**config.mk**
```make
export PLATFORM = sky130hd
export DESIGN_NAME = regfile_wb_arbiter_flat
export DESIGN_NICKNAME = d
export VERILOG_FILES = /design/src/rtl/regfile_wb_arbiter_pkg.sv /design/src/rtl/regfile_wb_arbiter_if.sv /design/src/rtl/regfile_wb_arbiter_scoreboard.sv /design/src/rtl/regfile_wb_arbiter.sv /design/src/flat_wrapper.sv
export SDC_FILE = /design/constraint.sdc
export NUM_CORES = 1
export LEC_CHECK = 0
export ABC_AREA = 1
export CORE_MARGIN = 2
export CORE_UTILIZATION = 49
export CTS_BUF_LIST = sky130_fd_sc_hd__clkbuf_8 sky130_fd_sc_hd__clkbuf_16
export CTS_CLUSTER_DIAMETER = 30
export DETAILED_ROUTE_END_ITERATION = 16
export PLACE_DENSITY = 0.87
export SLEW_MARGIN = 5
export SYNTH_ARGS = -nofsm -noshare
export SYNTH_HDL_FRONTEND = slang
export SYNTH_HIERARCHICAL = 1
export SYNTH_SLANG_ARGS = --single-unit
```
**constraint.sdc**
```tcl
create_clock -name clk -period 7.3 [get_ports clk]
set_input_delay 1.095 -clock clk [delete_from_list [all_inputs] [get_ports clk]]
set_output_delay 1.095 -clock clk [all_outputs]
set_load 0.02 [all_outputs]
```
**src/rtl/regfile_wb_arbiter_pkg.sv**
```systemverilog
// Shared writeback constants and the writeback-source type.
package rv_wb_pkg;

    localparam int unsigned XLEN = 32;
    localparam int unsigned NREG = 32;
    localparam int unsigned AW   = $clog2(NREG);

    // Which requester owns the register-file write port this cycle.
    typedef enum logic [1:0] {
        WB_NONE,
        WB_ALU,
        WB_MEM
    } wb_src_e;

endpackage

```
**src/rtl/regfile_wb_arbiter_if.sv**
```systemverilog
// Writeback bus: two valid/ready sources, load-issue notification and the RegFile write port.
interface regfile_wb_arbiter_if;
    import rv_wb_pkg::*;

    logic            alu_valid;
    logic [AW-1:0]   alu_rd;
    logic [XLEN-1:0] alu_data;
    logic            alu_ready;

    logic            mem_valid;
    logic [AW-1:0]   mem_rd;
    logic [XLEN-1:0] mem_data;
    logic            mem_ready;

    logic            issue_en;
    logic [AW-1:0]   issue_rd;

    logic            wb_en;
    logic [AW-1:0]   rd_index;
    logic [XLEN-1:0] wb_data;
    logic [NREG-1:0] pending;

    // Pipeline side: drives requests, observes grants and the write port.
    modport master (
        output alu_valid, alu_rd, alu_data,
        output mem_valid, mem_rd, mem_data,
        output issue_en, issue_rd,
        input  alu_ready, mem_ready,
        input  wb_en, rd_index, wb_data, pending
    );

    // Arbiter side.
    modport slave (
        input  alu_valid, alu_rd, alu_data,
        input  mem_valid, mem_rd, mem_data,
        input  issue_en, issue_rd,
        output alu_ready, mem_ready,
        output wb_en, rd_index, wb_data, pending
    );

endinterface

```
**src/rtl/regfile_wb_arbiter_scoreboard.sv**
```systemverilog
// Per-register load-pending scoreboard. A set and clear of the same register in one
// cycle leaves it set, since the set belongs to a younger load still in flight.
module regfile_scoreboard
    import rv_wb_pkg::*;
(
    input  logic            clk,
    input  logic            rst_n,
    input  logic            set_en_i,
    input  logic [AW-1:0]   set_idx_i,
    input  logic            clr_en_i,
    input  logic [AW-1:0]   clr_idx_i,
    output logic [NREG-1:0] pending_o
);

    logic [NREG-1:0] pending_q, pending_d;

    // Next pending vector: clear first so a same-cycle set overrides it; x0 never pends.
    always_comb begin
        pending_d = pending_q;
        if (clr_en_i) begin
            pending_d[clr_idx_i] = 1'b0;
        end
        if (set_en_i) begin
            pending_d[set_idx_i] = 1'b1;
        end
        pending_d[0] = 1'b0;
    end

    // Scoreboard state with synchronous reset.
    always_ff @(posedge clk) begin
        if (!rst_n) begin
            pending_q <= '0;
        end else begin
            pending_q <= pending_d;
        end
    end

    assign pending_o = pending_q;

endmodule

```
**src/rtl/regfile_wb_arbiter.sv**
```systemverilog
// Register-file write-port arbiter between ALU writeback and load return, with
// WAW stall against outstanding loads and bounded ALU starvation.
module regfile_wb_arbiter
    import rv_wb_pkg::*;
#(
    parameter int unsigned STARVE_MAX = 4
) (
    input  logic              clk,
    input  logic              rst_n,
    regfile_wb_arbiter_if.slave bus
);

    localparam int unsigned CW = $clog2(STARVE_MAX + 1);
    localparam logic [CW-1:0] StarveLimit = CW'(STARVE_MAX);

    logic [CW-1:0]   starve_cnt_q, starve_cnt_d;
    logic            wb_en_q, wb_en_d;
    logic [AW-1:0]   rd_index_q, rd_index_d;
    logic [XLEN-1:0] wb_data_q, wb_data_d;
    logic [NREG-1:0] pending;
    wb_src_e         grant;
    logic            alu_ok;
    logic            alu_hs;
    logic            mem_hs;

    // ALU may only compete when its destination has no load outstanding.
    assign alu_ok = bus.alu_valid && !pending[bus.alu_rd];

    // Grant: mem by default, ALU when mem is idle or ALU has lost STARVE_MAX times in a row.
    always_comb begin
        grant = WB_NONE;
        if (bus.mem_valid && !((starve_cnt_q == StarveLimit) && alu_ok)) begin
            grant = WB_MEM;
        end else if (alu_ok) begin
            grant = WB_ALU;
        end
    end

    // Handshakes are suppressed while reset is asserted so nothing appears accepted.
    assign alu_hs        = rst_n && (grant == WB_ALU);
    assign mem_hs        = rst_n && (grant == WB_MEM);
    assign bus.alu_ready = alu_hs;
    assign bus.mem_ready = mem_hs;

    // Starvation counter: only an eligible ALU that loses to mem counts.
    always_comb begin
        starve_cnt_d = starve_cnt_q;
        if (alu_hs) begin
            starve_cnt_d = '0;
        end else if (alu_ok && mem_hs && (starve_cnt_q != StarveLimit)) begin
            starve_cnt_d = starve_cnt_q + CW'(1);
        end
    end

    // Output stage: one-cycle latency, x0 writes complete but never enable the RegFile.
    always_comb begin
        wb_en_d    = 1'b0;
        rd_index_d = rd_index_q;
        wb_data_d  = wb_data_q;
        if (alu_hs) begin
            wb_en_d    = (bus.alu_rd != '0);
            rd_index_d = bus.alu_rd;
            wb_data_d  = bus.alu_data;
        end else if (mem_hs) begin
            wb_en_d    = (bus.mem_rd != '0);
            rd_index_d = bus.mem_rd;
            wb_data_d  = bus.mem_data;
        end
    end

    // Arbiter and output registers with synchronous reset.
    always_ff @(posedge clk) begin
        if (!rst_n) begin
            starve_cnt_q <= '0;
            wb_en_q      <= 1'b0;
            rd_index_q   <= '0;
            wb_data_q    <= '0;
        end else begin
            starve_cnt_q <= starve_cnt_d;
            wb_en_q      <= wb_en_d;
            rd_index_q   <= rd_index_d;
            wb_data_q    <= wb_data_d;
        end
    end

    regfile_scoreboard u_scoreboard (
        .clk       (clk),
        .rst_n     (rst_n),
        .set_en_i  (bus.issue_en),
        .set_idx_i (bus.issue_rd),
        .clr_en_i  (mem_hs),
        .clr_idx_i (bus.mem_rd),
        .pending_o (pending)
    );

    assign bus.wb_en    = wb_en_q;
    assign bus.rd_index = rd_index_q;
    assign bus.wb_data  = wb_data_q;
    assign bus.pending  = pending;

endmodule

```
**src/flat_wrapper.sv**
```systemverilog
// flat-port wrapper written by rule: the top's interface ports become plain ports
module regfile_wb_arbiter_flat import rv_wb_pkg::*;
#(
    parameter int unsigned STARVE_MAX = 4
)
  (clk, rst_n, bus_alu_valid, bus_alu_rd, bus_alu_data, bus_mem_valid, bus_mem_rd, bus_mem_data, bus_issue_en, bus_issue_rd, bus_alu_ready, bus_mem_ready, bus_wb_en, bus_rd_index, bus_wb_data, bus_pending);
  regfile_wb_arbiter_if bus_i ();
  input  logic clk;
  input  logic rst_n;
  input wire logic [$bits(bus_i.alu_valid)-1:0] bus_alu_valid;
  input wire logic [$bits(bus_i.alu_rd)-1:0] bus_alu_rd;
  input wire logic [$bits(bus_i.alu_data)-1:0] bus_alu_data;
  input wire logic [$bits(bus_i.mem_valid)-1:0] bus_mem_valid;
  input wire logic [$bits(bus_i.mem_rd)-1:0] bus_mem_rd;
  input wire logic [$bits(bus_i.mem_data)-1:0] bus_mem_data;
  input wire logic [$bits(bus_i.issue_en)-1:0] bus_issue_en;
  input wire logic [$bits(bus_i.issue_rd)-1:0] bus_issue_rd;
  output wire logic [$bits(bus_i.alu_ready)-1:0] bus_alu_ready;
  output wire logic [$bits(bus_i.mem_ready)-1:0] bus_mem_ready;
  output wire logic [$bits(bus_i.wb_en)-1:0] bus_wb_en;
  output wire logic [$bits(bus_i.rd_index)-1:0] bus_rd_index;
  output wire logic [$bits(bus_i.wb_data)-1:0] bus_wb_data;
  output wire logic [$bits(bus_i.pending)-1:0] bus_pending;
  assign bus_i.alu_valid = bus_alu_valid;
  assign bus_i.alu_rd = bus_alu_rd;
  assign bus_i.alu_data = bus_alu_data;
  assign bus_i.mem_valid = bus_mem_valid;
  assign bus_i.mem_rd = bus_mem_rd;
  assign bus_i.mem_data = bus_mem_data;
  assign bus_i.issue_en = bus_issue_en;
  assign bus_i.issue_rd = bus_issue_rd;
  assign bus_alu_ready = bus_i.alu_ready;
  assign bus_mem_ready = bus_i.mem_ready;
  assign bus_wb_en = bus_i.wb_en;
  assign bus_rd_index = bus_i.rd_index;
  assign bus_wb_data = bus_i.wb_data;
  assign bus_pending = bus_i.pending;
  regfile_wb_arbiter #(.STARVE_MAX(STARVE_MAX)) u_core (.clk(clk), .rst_n(rst_n), .bus(bus_i));
endmodule
```
==> results.md, run 1 <==
- Crit-path leading delay family: buffers and inverters
- Die area: 0.00951 mm^2
- RSZ-0062 raised after global routing: false
- Number of global-route vias before repair: 4405
- Asr flop ratio synth: 0%
- Number of enable flip-flop cells after synthesis: 0
- Initial antenna violation count: 0
- Crit-path slowest cell: clkdlybuf4s50_1
- Post-Layout Cell Count: 874
- Total leakage power: 0.00232 uW
- First-pass GRT wire length: 22400 um
- Synth warn: 6
- Post-Synth XOR/XNOR Area: 0%
- Area contributors post-synth: dfxtp_1 34%, nand2_1 22%, a21oi_2 6.3%
- Max stage delay on crit path: 780 ps
- Final GP Congestion: 0.941
- Mapped Area: 0.00428 mm^2
- Max-slew violation count: 0
- Clock Sink Count: 72
- WL final: 14100 um
- Synth Area in Adders: 0.584%
- DR WL/cell: 16.1 um
- Mux cell area share after synthesis: 0%
- Crit Path Class: in -> out
- CORE AREA: 0.00859 mm^2
- Syn_nets: 716
- Boundary Pins: 156
- Setup Skew: 15.7 ps
- Top FF cell, synth: dfxtp_1
- Syn Area/Cell: 6.80 um^2
- H-tree levels: 3
- Placed cell count: 858
- ANT nets after route: 0
- Final TNS setup: 0 ps
- Input/output buffers: 154
- Setup crit start kind: input port
- Nets: 847
- Initial Utilization: 49.9%
- Layout area overhead: 37.9%
- Post-CTS resize count: 0
- Compound-Gate Fraction of Synth Area: 13.1%
- GRT overflow: 0
- Slew HR: 37.0%
- Post-CTS Hold Fix Bufs: 0
- Yosys reg bits: 72
- Vias per cell: 5.53
- Tightest Pin Transition: 942 ps
- Total CTS buffers: 9
- HP Class: reg -> reg
- Share of layout cells above drive strength 1: 10.3%
- HPWL after DPL: 10200 um
- CTS max path bufs: 2
- Buffers and inverters on the worst path: 4
- Final Setup Violations: 0
- Yosys cell types: 35
- Cell taking the most area after synthesis: dfxtp_1
- Clk slew on worst S/H paths: 80 ps
- Simple-gate share of the synthesized area: 42.8%
- Max FO, Critical Path: 34
- RR Startpoint: u_core/u_scoreboard/pending_o[11]
- Register area share after synthesis: 33.6%
- Row cnt: 34
- Mapped Cells: 630
- Fillers: 725
- GRT Total Usage: 28.6%
- Status: complete, no violations
- Pin count of the biggest net entering global routing: 80
- Arrival time of the worst setup path: 4640 ps
- Worst path cell trace: clkdlybuf4s50_1, inv_6, nand2_1, nand2_1, nand2_1, nand2_1, nand2_1, nand2_1, inv_1, nand2_1, nand2_2, nand4_2, nand2_1, nor2_1, clkdlybuf4s50_1
- Top cell type's share of synthesized area: 33.6%
- Final Hold Viols: 0
- CTS tree: yes
- Residual DRC: 0
- Clk_lat worst skew: 360 ps
- Top cells by count, synth: 248 x nand2_1, 72 x dfxtp_1, 36 x nand3_1, 35 x a21oi_1, 35 x inv_1
- Max Clk Rate: 0.174 GHz
- Finished Core Util: 68.8%
- Cell with the most instances after synthesis: nand2_1
- Final Cycle Share: 78.6%
- CP Data Required Time: 6200 ps
- Max_cap viols: 0
- CP most frequent cell: nand2_1
- CP Capture Type: output port
- CTS Root Cell: clkbuf_8
- Antenna diode count: 0
- Initial drt markers: 388
- Die W: 97.5 um
- Pwr Density: 158 mW/mm^2
- Vias: 4836
- Largest family of logic cells by synthesized area: simple AND/OR/NAND/NOR gates
- Min cycle time layout: 5740 ps
- Worst vdd ir: 0.103 mV
- Hold Path Origin: u_core/bus.wb_data[6]
- Drt first pass iters: 5
- Die Y: 97.5 um
- Postcts setup bufs: 0
- Total power: 931 uW
- Crit path from: bus_alu_rd[0]
cell families (layout without fill, tap and decap cells):
kind of cell / count (synthesis) / in the layout
AOI/OAI and AO/OA: 84 / 84
adders and majority gates: 2 / 2
and+or+nand+nor: 388 / 388
other: 1 / 1
DFF: 72 / 72
buffers and inverters: 83 / 219
final timing paths:
path	to	slack, ps	depth (start not counted)
setup / recovery	bus_mem_ready	1560	15
hold / removal	u_core/bus.wb_data[6]	470	2
setup reg to reg	u_core/u_scoreboard/pending_o[1]	4050	15
hold reg to reg	u_core/bus.wb_data[6]	470	2
layout make-up:
type	instances	area [um^2]	area share [%]
sequential	72	1440	24.4
clock buffer	9	124	2.10
clock inverter	7	47.5	0.805
timing repair buffer	158	1570	26.5
inverter	45	174	2.94
multi-input combinational	475	2420	41.0
tap	108	135	2.29
layer usage:
metal	global-route usage [%]	share of wire, %	up-vias	routed length (um)
met1	37.4	41	2214	5790
met4	10.5	2.9	0	403
met5	0	0	-	0
met3	6.47	8.1	29	1140
met2	46.2	48	273	6750
li1	-	-	2320	-
state kept, by name, indices dropped and copies added (netlist names):
signal / flops
u_core/u_scoreboard/pending_o: 31
u_core/bus.wb_en: 1
u_core/starve_cnt_q: 3
u_core/bus.wb_data: 32
u_core/bus.rd_index: 5
worst reg2reg max path, cell delays in order, from the launching register on:
cell     delay, ps
dfxtp_1        410
inv_1           60
nand2_1         70
nand3_1         90
nand3_1        100
nand3_1         70
nand2_1         80
nand2_2         80
nand4_2        540
nand2_1        100
nor2_1         540
nand2_1        120
nor2_1         550
nand2_1        130
nand2_1         90
a21oi_1         60
report_power, final:
| part | internal, uW | switching, uW | total (uW) |
|---|---|---|---|
| Combinational | 102 | 125 | 227 |
| Sequential | 410 | 10.1 | 420 |
| Clock | 124 | 160 | 284 |
| Total | 637 | 295 | 931 |
cell usage in the layout (no fill, tap or decap), drive strengths merged:
cell type      count
clkinv             4
nand3b            32
buf                5
ha                 2
dfxtp             72
clkinvlp           1
clkdlybuf4s50    153
a21oi             67
o21ai             17
inv               47
or4                1
clkbuf             9
nor4               1
nor2              23
nor3               8
nand2            252
nand4             34
nand3             37
conb               1
metrics by stage:
stage / area (um^2) / setup slack (ps) / hold WS (ps)
floorplan: 4280 / 3620 / 451
global placement: 5740 / 1740 / 456
detailed placement: 5740 / 1600 / 465
CTS: 5910 / 1590 / 477
global route: 5910 / 1300 / 498
finish: 5910 / 1560 / 474
No activity file was read; power rests on OpenSTA's default activity.
==> run 2, diff against run 1 <==
- CORE_UTILIZATION: 49 -> 41
- PLACE_DENSITY: 0.87 -> 0.77
- clock period: 7.3 -> 5.2 ns (I/O delays scaled with it)
==> run 2 against run 1 <==
  * First-iteration DRC count rose by 1.0%
  * Worst setup slack got worse by 810 ps
  * Hold slack got worse by 1.5 ps
  * Flip-flop and latch count unchanged
  * Highest routed layer unchanged
==> results.md, run 2 (synthesis results as in run 1) <==
- Register area: 0.00144 mm^2 (unchanged)
- Share of layout cells above drive strength 1: 10.5% (+0.23 points)
- Slew HR: 32.6% (-4.4 points)
- Final Setup Violations: 0 (unchanged)
- Final TNS setup: 0 ps (unchanged)
- CTS Root Cell: clkbuf_8
- Clock Sink Count: 72 (unchanged)
- DR WL/cell: 15.5 um (-4.2%)
- Total leakage power: 0.00235 uW (+1.2%)
- ANT nets after route: 0 (unchanged)
- CP Capture Type: output port
- Finished Core Util: 58.7% (-10 points)
- Row cnt: 37 (+8.8%)
- Flop2flop setup slack: 2740 ps (-1310 ps)
- Final Worst Setup Slack: 755 ps (-808 ps)
- Number of global-route vias before repair: 4425 (+0.45%)
- Setup Skew: 12.7 ps (-2.93 ps)
- Vias: 4715 (-2.5%)
- Residual DRC: 0 (unchanged)
- Nets: 849 (+0.24%)
- HPWL after DPL: 10000 um (-2.0%)
- Die area: 0.0113 mm^2 (+19%)
- Drt first pass iters: 5 (unchanged)
- First-pass GRT wire length: 21700 um (-3.0%)
- Min cycle time layout: 4450 ps
- H-tree levels: 3 (unchanged)
- Die Y: 106 um (+8.9%)
- Tightest Pin Transition: 1010 ps (+68.0 ps)
- Hold Path Origin: u_core/bus.wb_data[7]
- CORE AREA: 0.0102 mm^2 (+19%)
- R2R depth: 18 (+3)
- Fillers: 967 (+33%)
- CP Data Required Time: 4420 ps (-1780 ps)
- HP Class: reg -> reg
- Crit-path slowest cell: clkdlybuf4s50_1
- Hold Path Sink: u_core/bus.wb_data[7]
- Max reg flops: 32 (unchanged)
- Pwr Density: 235 mW/mm^2 (+49%)
- Clk slew on worst S/H paths: 70 ps (about the same)
- Pin count of the biggest net entering global routing: 72 (-10%)
- Max_cap viols: 0 (unchanged)
- Max Clk Rate: 0.225 GHz
- CTS tree: yes
- Antenna diode count: 0 (unchanged)
- CP most frequent cell: nand2_1
- Crit Path Class: in -> out
- Die W: 106 um (+8.9%)
- Total CTS buffers: 9 (unchanged)
- Commonest non-fill, non-tap cell in the layout: nand2_1
- Setup crit start kind: input port
- Post-CTS resize count: 0 (unchanged)
- WL final: 14000 um (-0.87%)
- GRT Total Usage: 24.2% (-4.4 points)
- Worst hold path depth: 2 (unchanged)
- Max stage delay on crit path: 950 ps (+170 ps)
- Boundary Pins: 156 (unchanged)
- Initial Utilization: 41.9% (-8.0 points)
- Post-CTS Hold Fix Bufs: 0 (unchanged)
- Postcts setup bufs: 0 (unchanged)
- Crit Reg-Reg Endpoint: u_core/u_scoreboard/pending_o[26]
- RR Startpoint: u_core/u_scoreboard/pending_o[19]
- Arrival time of the worst setup path: 3670 ps (-970 ps)
- Vias per cell: 5.22 (-5.7%)
- Commonest cells after routing, fill and taps aside: 248 x nand2_1, 153 x clkdlybuf4s50_1, 72 x dfxtp_1, 36 x inv_1, 36 x nand3_1
- Final Cycle Share: 85.5%
- Max-slew violation count: 0 (unchanged)
- Layout area overhead: 40.2%
- Final Hold Viols: 0 (unchanged)
- Max FO, Critical Path: 34 (unchanged)
- RSZ-0062 raised after global routing: false
- Worst path cell trace: clkdlybuf4s50_1, inv_6, nand2_1, nand2_1, nand2_1, nand2_1, nand2_1, nand2_1, inv_1, nand2_1, nand2_2, nand3_4, a21oi_4, nand2_4, inv_1, clkdlybuf4s50_1
- Final GP Congestion: 0.887 (-5.7%)
- Initial drt markers: 392 (+1.0%)
- Input/output buffers: 154 (unchanged)
- CTS max path bufs: 2 (unchanged)
- Area taken by multi-input logic gates: 0.00242 mm^2 (unchanged)
- Clk_lat worst skew: 360 ps (about the same)
- Status: complete, no violations
- Pre-CTS setup slack: 808 ps (-788 ps)
- GRT overflow: 0 (unchanged)
- Worst vdd ir: 0.146 mV (+42%)
- Initial antenna violation count: 0 (unchanged)
run 2: cell count changes in the layout (fill, tap and decap cells not counted), sizes merged:
cell | previous run | this run
clkbuf | 9 | 10
clkinv | 4 | 2
bufinv | 0 | 2
buf | 5 | 7
inv | 47 | 45
clkinvlp | 1 | 2
run 2: metal layers:
| layer | vias to the layer above | track usage [%] | share of wire [%] |
|---|---|---|---|
| li1 | 2323 | - | - |
| met1 | 2141 | 30.0 | 42 |
| met2 | 215 | 39.3 | 47 |
| met3 | 36 | 5.95 | 8.1 |
| met4 | 0 | 11.6 | 3.1 |
| met5 | - | 0 | 0 |
run 2: worst max-delay path by stage:
| stage | from | end | slack, ps | cells after the start |
|---|---|---|---|---|
| after global routing | bus_alu_rd[0] | bus_alu_ready | 540 | 16 |
| after CTS | bus_alu_rd[0] | bus_alu_ready | 770 | 16 |
| after floorplan | bus_alu_rd[0] | bus_mem_ready | 2150 | 13 |
| final | bus_alu_rd[0] | bus_alu_ready | 750 | 16 |
| after global placement | bus_alu_rd[0] | bus_alu_ready | 910 | 16 |
| after detailed placement | bus_alu_rd[0] | bus_alu_ready | 810 | 16 |
run 2: final cells by class:
cell class,instances,share of cell area (%)
multi-input combinational,475,40.3
timing repair buffer,160,26.3
sequential,72,24.0
inverter,45,2.89
tap,136,2.83
clock buffer,10,2.29
clock inverter,6,1.40
run 2: metrics by stage:
step	cells	total power (uW)	instance area, um^2	hold WS [ps]
2_1_floorplan	630	778	4280	451
3_3_place_gp	888	913	5790	457
3_5_place_dp	888	919	5790	464
4_1_cts	904	1420	6010	477
5_1_grt	904	1480	6010	488
6_report	904	1410	6010	472
run 2: report_power, final:
group,switching (uW),internal (uW),leakage [uW],total (uW)
combinational,175,144,0.00165,320
clock,220,281,0.000110,500
sequential,13.9,576,0.000587,590
total,409,1000,0.00235,1410
run 2: critical path: cells and delay by family:
family | cells | cell delay, ps
compound gates | 1 | 160
simple gates | 10 | 880
buf+inv | 5 | 1830
==> run 3, diff against run 2 <==
- CORE_UTILIZATION: 41 -> 49
- PLACE_DENSITY: 0.77 -> 0.95
- clock period: 5.2 -> 5.5 ns (I/O delays scaled with it)
==> run 3 against run 2 <==
  * First-iteration DRC count up 34%
  * Flip-flop and latch count unchanged
  * Register-to-register slack better by 140 ps
  * Via count up 5.0%
  * Highest routed layer unchanged
==> results.md, run 3 (synthesis results as in run 1) <==
- Crit Path Class: in -> out
- Vias per cell: 5.65 (+8.3%)
- Die area: 0.00951 mm^2 (-16%)
- NetSw: 390 uW (-4.6%)
- Residual DRC: 0 (unchanged)
- GRT Total Usage: 29.6% (+5.4 points)
- Antenna diode count: 0 (unchanged)
- Vias: 4950 (+5.0%)
- RSZ-0062 raised after global routing: false
- R2R depth: 18 (unchanged)
- Sw frac: 27.5% (-1.5 points)
- Input/output buffers: 154 (unchanged)
- Setup Skew: 11.1 ps (-1.61 ps)
- Max-slew violation count: 0 (unchanged)
- HPWL after DPL: 10200 um (+2.1%)
- Max FO, Critical Path: 34 (unchanged)
- CP Data Required Time: 4680 ps (+260 ps)
- Worst vdd ir: 0.197 mV (+35%)
- Initial Utilization: 49.9% (+8.0 points)
- RR Startpoint: u_core/u_scoreboard/pending_o[17]
- Slew HR: 30.0% (-2.6 points)
- DR WL/cell: 16.6 um (+7.4%)
- Final TNS setup: 0 ps (unchanged)
- Post-CTS resize count: 0 (unchanged)
- Nets: 849 (unchanged)
- Commonest non-fill, non-tap cell in the layout: nand2_1
- Fillers: 653 (-32%)
- Layout area overhead: 40.5%
- Arrival time of the worst setup path: 3790 ps (+120 ps)
- HP Class: reg -> reg
- Max_cap viols: 0 (unchanged)
- Clock Sink Count: 72 (unchanged)
- Total leakage power: 0.00237 uW (+0.68%)
- Total CTS buffers: 9 (unchanged)
- Post-DP Area: 0.00575 mm^2 (-0.61%)
- Pin count of the biggest net entering global routing: 47 (-35%)
- Die Y: 97.5 um (-8.2%)
- ANT nets after route: 0 (unchanged)
- GRT overflow: 0 (unchanged)
- Boundary Pins: 156 (unchanged)
- Pwr Density: 236 mW/mm^2 (+0.43%)
- Worst hold path depth: 2 (unchanged)
- Combinational share of power: 21.7% (-1.0 points)
- Non-Filler Cell Area, Final: 0.00602 mm^2 (+0.19%)
- Commonest cells after routing, fill and taps aside: 248 x nand2_1, 153 x clkdlybuf4s50_1, 72 x dfxtp_1, 36 x nand3_1
- Flop2flop setup slack: 2880 ps (+140 ps)
- Total power: 1420 uW (+0.62%)
- H-tree levels: 3 (unchanged)
- Postcts setup bufs: 0 (unchanged)
- First-pass GRT wire length: 23200 um (+6.8%)
- Final Setup Violations: 0 (unchanged)
- WL final: 14500 um (+4.1%)
- Drt first pass iters: 8 (+3)
- CTS Root Cell: clkbuf_8
- Placed cell count: 860 (-3.2%)
- Flop pwr share: 39.3% (-2.5 points)
- Max reg flops: 32 (unchanged)
- Row cnt: 34 (-8.1%)
- Share of layout cells above drive strength 1: 10.7% (+0.13 points)
- Initial drt markers: 525 (+34%)
- Clk_lat worst skew: 350 ps (about the same)
- Final GP Congestion: 0.955 (+7.7%)
- Hold Path Origin: u_core/bus.wb_data[22]
- WHS: 481 ps (+8.36 ps)
- Min cycle time layout: 4610 ps
- Post-CTS Hold Fix Bufs: 0 (unchanged)
- Setup crit start kind: input port
- Initial antenna violation count: 0 (unchanged)
- CP Capture Type: output port
- CTS max path bufs: 2 (unchanged)
- Internal Power: 1030 uW (+2.8%)
- Post-Layout Cell Count: 876 (-3.1%)
- Status: complete, no violations
- Tightest Pin Transition: 1050 ps (+39.0 ps)
- Max Clk Rate: 0.217 GHz
- Final Hold Viols: 0 (unchanged)
- Number of global-route vias before repair: 4761 (+7.6%)
- Crit Reg-Reg Endpoint: u_core/u_scoreboard/pending_o[6]
- Clk slew on worst S/H paths: 80 ps (about the same)
- Die W: 97.5 um (-8.2%)
- Clock power share: 39.0% (+3.5 points)
- CTS tree: yes
- Hold Path Sink: u_core/bus.wb_data[22]
- CORE AREA: 0.00859 mm^2 (-16%)
- Final Cycle Share: 83.8%
run 3: cell count changes in the layout (fill, tap and decap cells not counted), sizes merged:
cell | previous run | this run
bufinv | 2 | 4
clkbuf | 10 | 9
inv | 45 | 44
run 3: critical path, stage by stage:
cell	delay, ps
clkdlybuf4s50_1	980
inv_6	140
nand2_1	120
nand2_1	70
nand2_1	60
nand3_1	60
nand3_1	90
nand2_1	70
nand2_2	100
nand3_4	90
a21oi_4	160
nand2_4	240
inv_1	140
clkdlybuf4s50_1	610
run 3: power groups by stage:
| stage | Clock, uW | Sequential (uW) | Combinational, uW |
|---|---|---|---|
| floorplan | 0 | 596 | 139 |
| global placement | 0 | 569 | 294 |
| detailed placement | 0 | 570 | 301 |
| CTS | 557 | 558 | 304 |
| global route | 578 | 560 | 328 |
| finish | 553 | 558 | 308 |
run 3: per-stage QoR:
| step | utilization, % | setup slack [ps] |
|---|---|---|
| finish | 70.0 | 890 |
| global route | 70.0 | 645 |
| CTS | 70.0 | 937 |
| detailed placement | 66.9 | 945 |
| global placement | 66.9 | 1080 |
| floorplan | - | 2360 |
run 3: worst max path at each step:
stage,to,depth (start not counted),slack [ps],start
finish,bus_alu_ready,14,890,bus_alu_rd[0]
global route,bus_alu_ready,14,640,bus_alu_rd[0]
CTS,bus_alu_ready,16,940,bus_alu_rd[0]
detailed placement,bus_alu_ready,16,940,bus_alu_rd[0]
global placement,bus_alu_ready,16,1080,bus_alu_rd[0]
floorplan,bus_mem_ready,13,2360,bus_alu_rd[0]
run 3: layout make-up:
type                    instances  area, um^2  share of cell area, %
clock inverters                 7         144                   2.39
inverters                      45         174                   2.89
repair buffers                160        1580                   26.3
clock buffers                   9         124                   2.06
flip-flops and latches         72        1440                   23.9
well taps                     108         135                   2.24
multi-input cells             475        2420                   40.2
run 3: per-layer routing:
metal	part of all wire, %	wire, um	track usage [%]
met5	0	0	0
met3	8.8	1280	4.39
met1	39	5660	36.6
met2	49	7090	51.1
met4	3.5	514	13.0
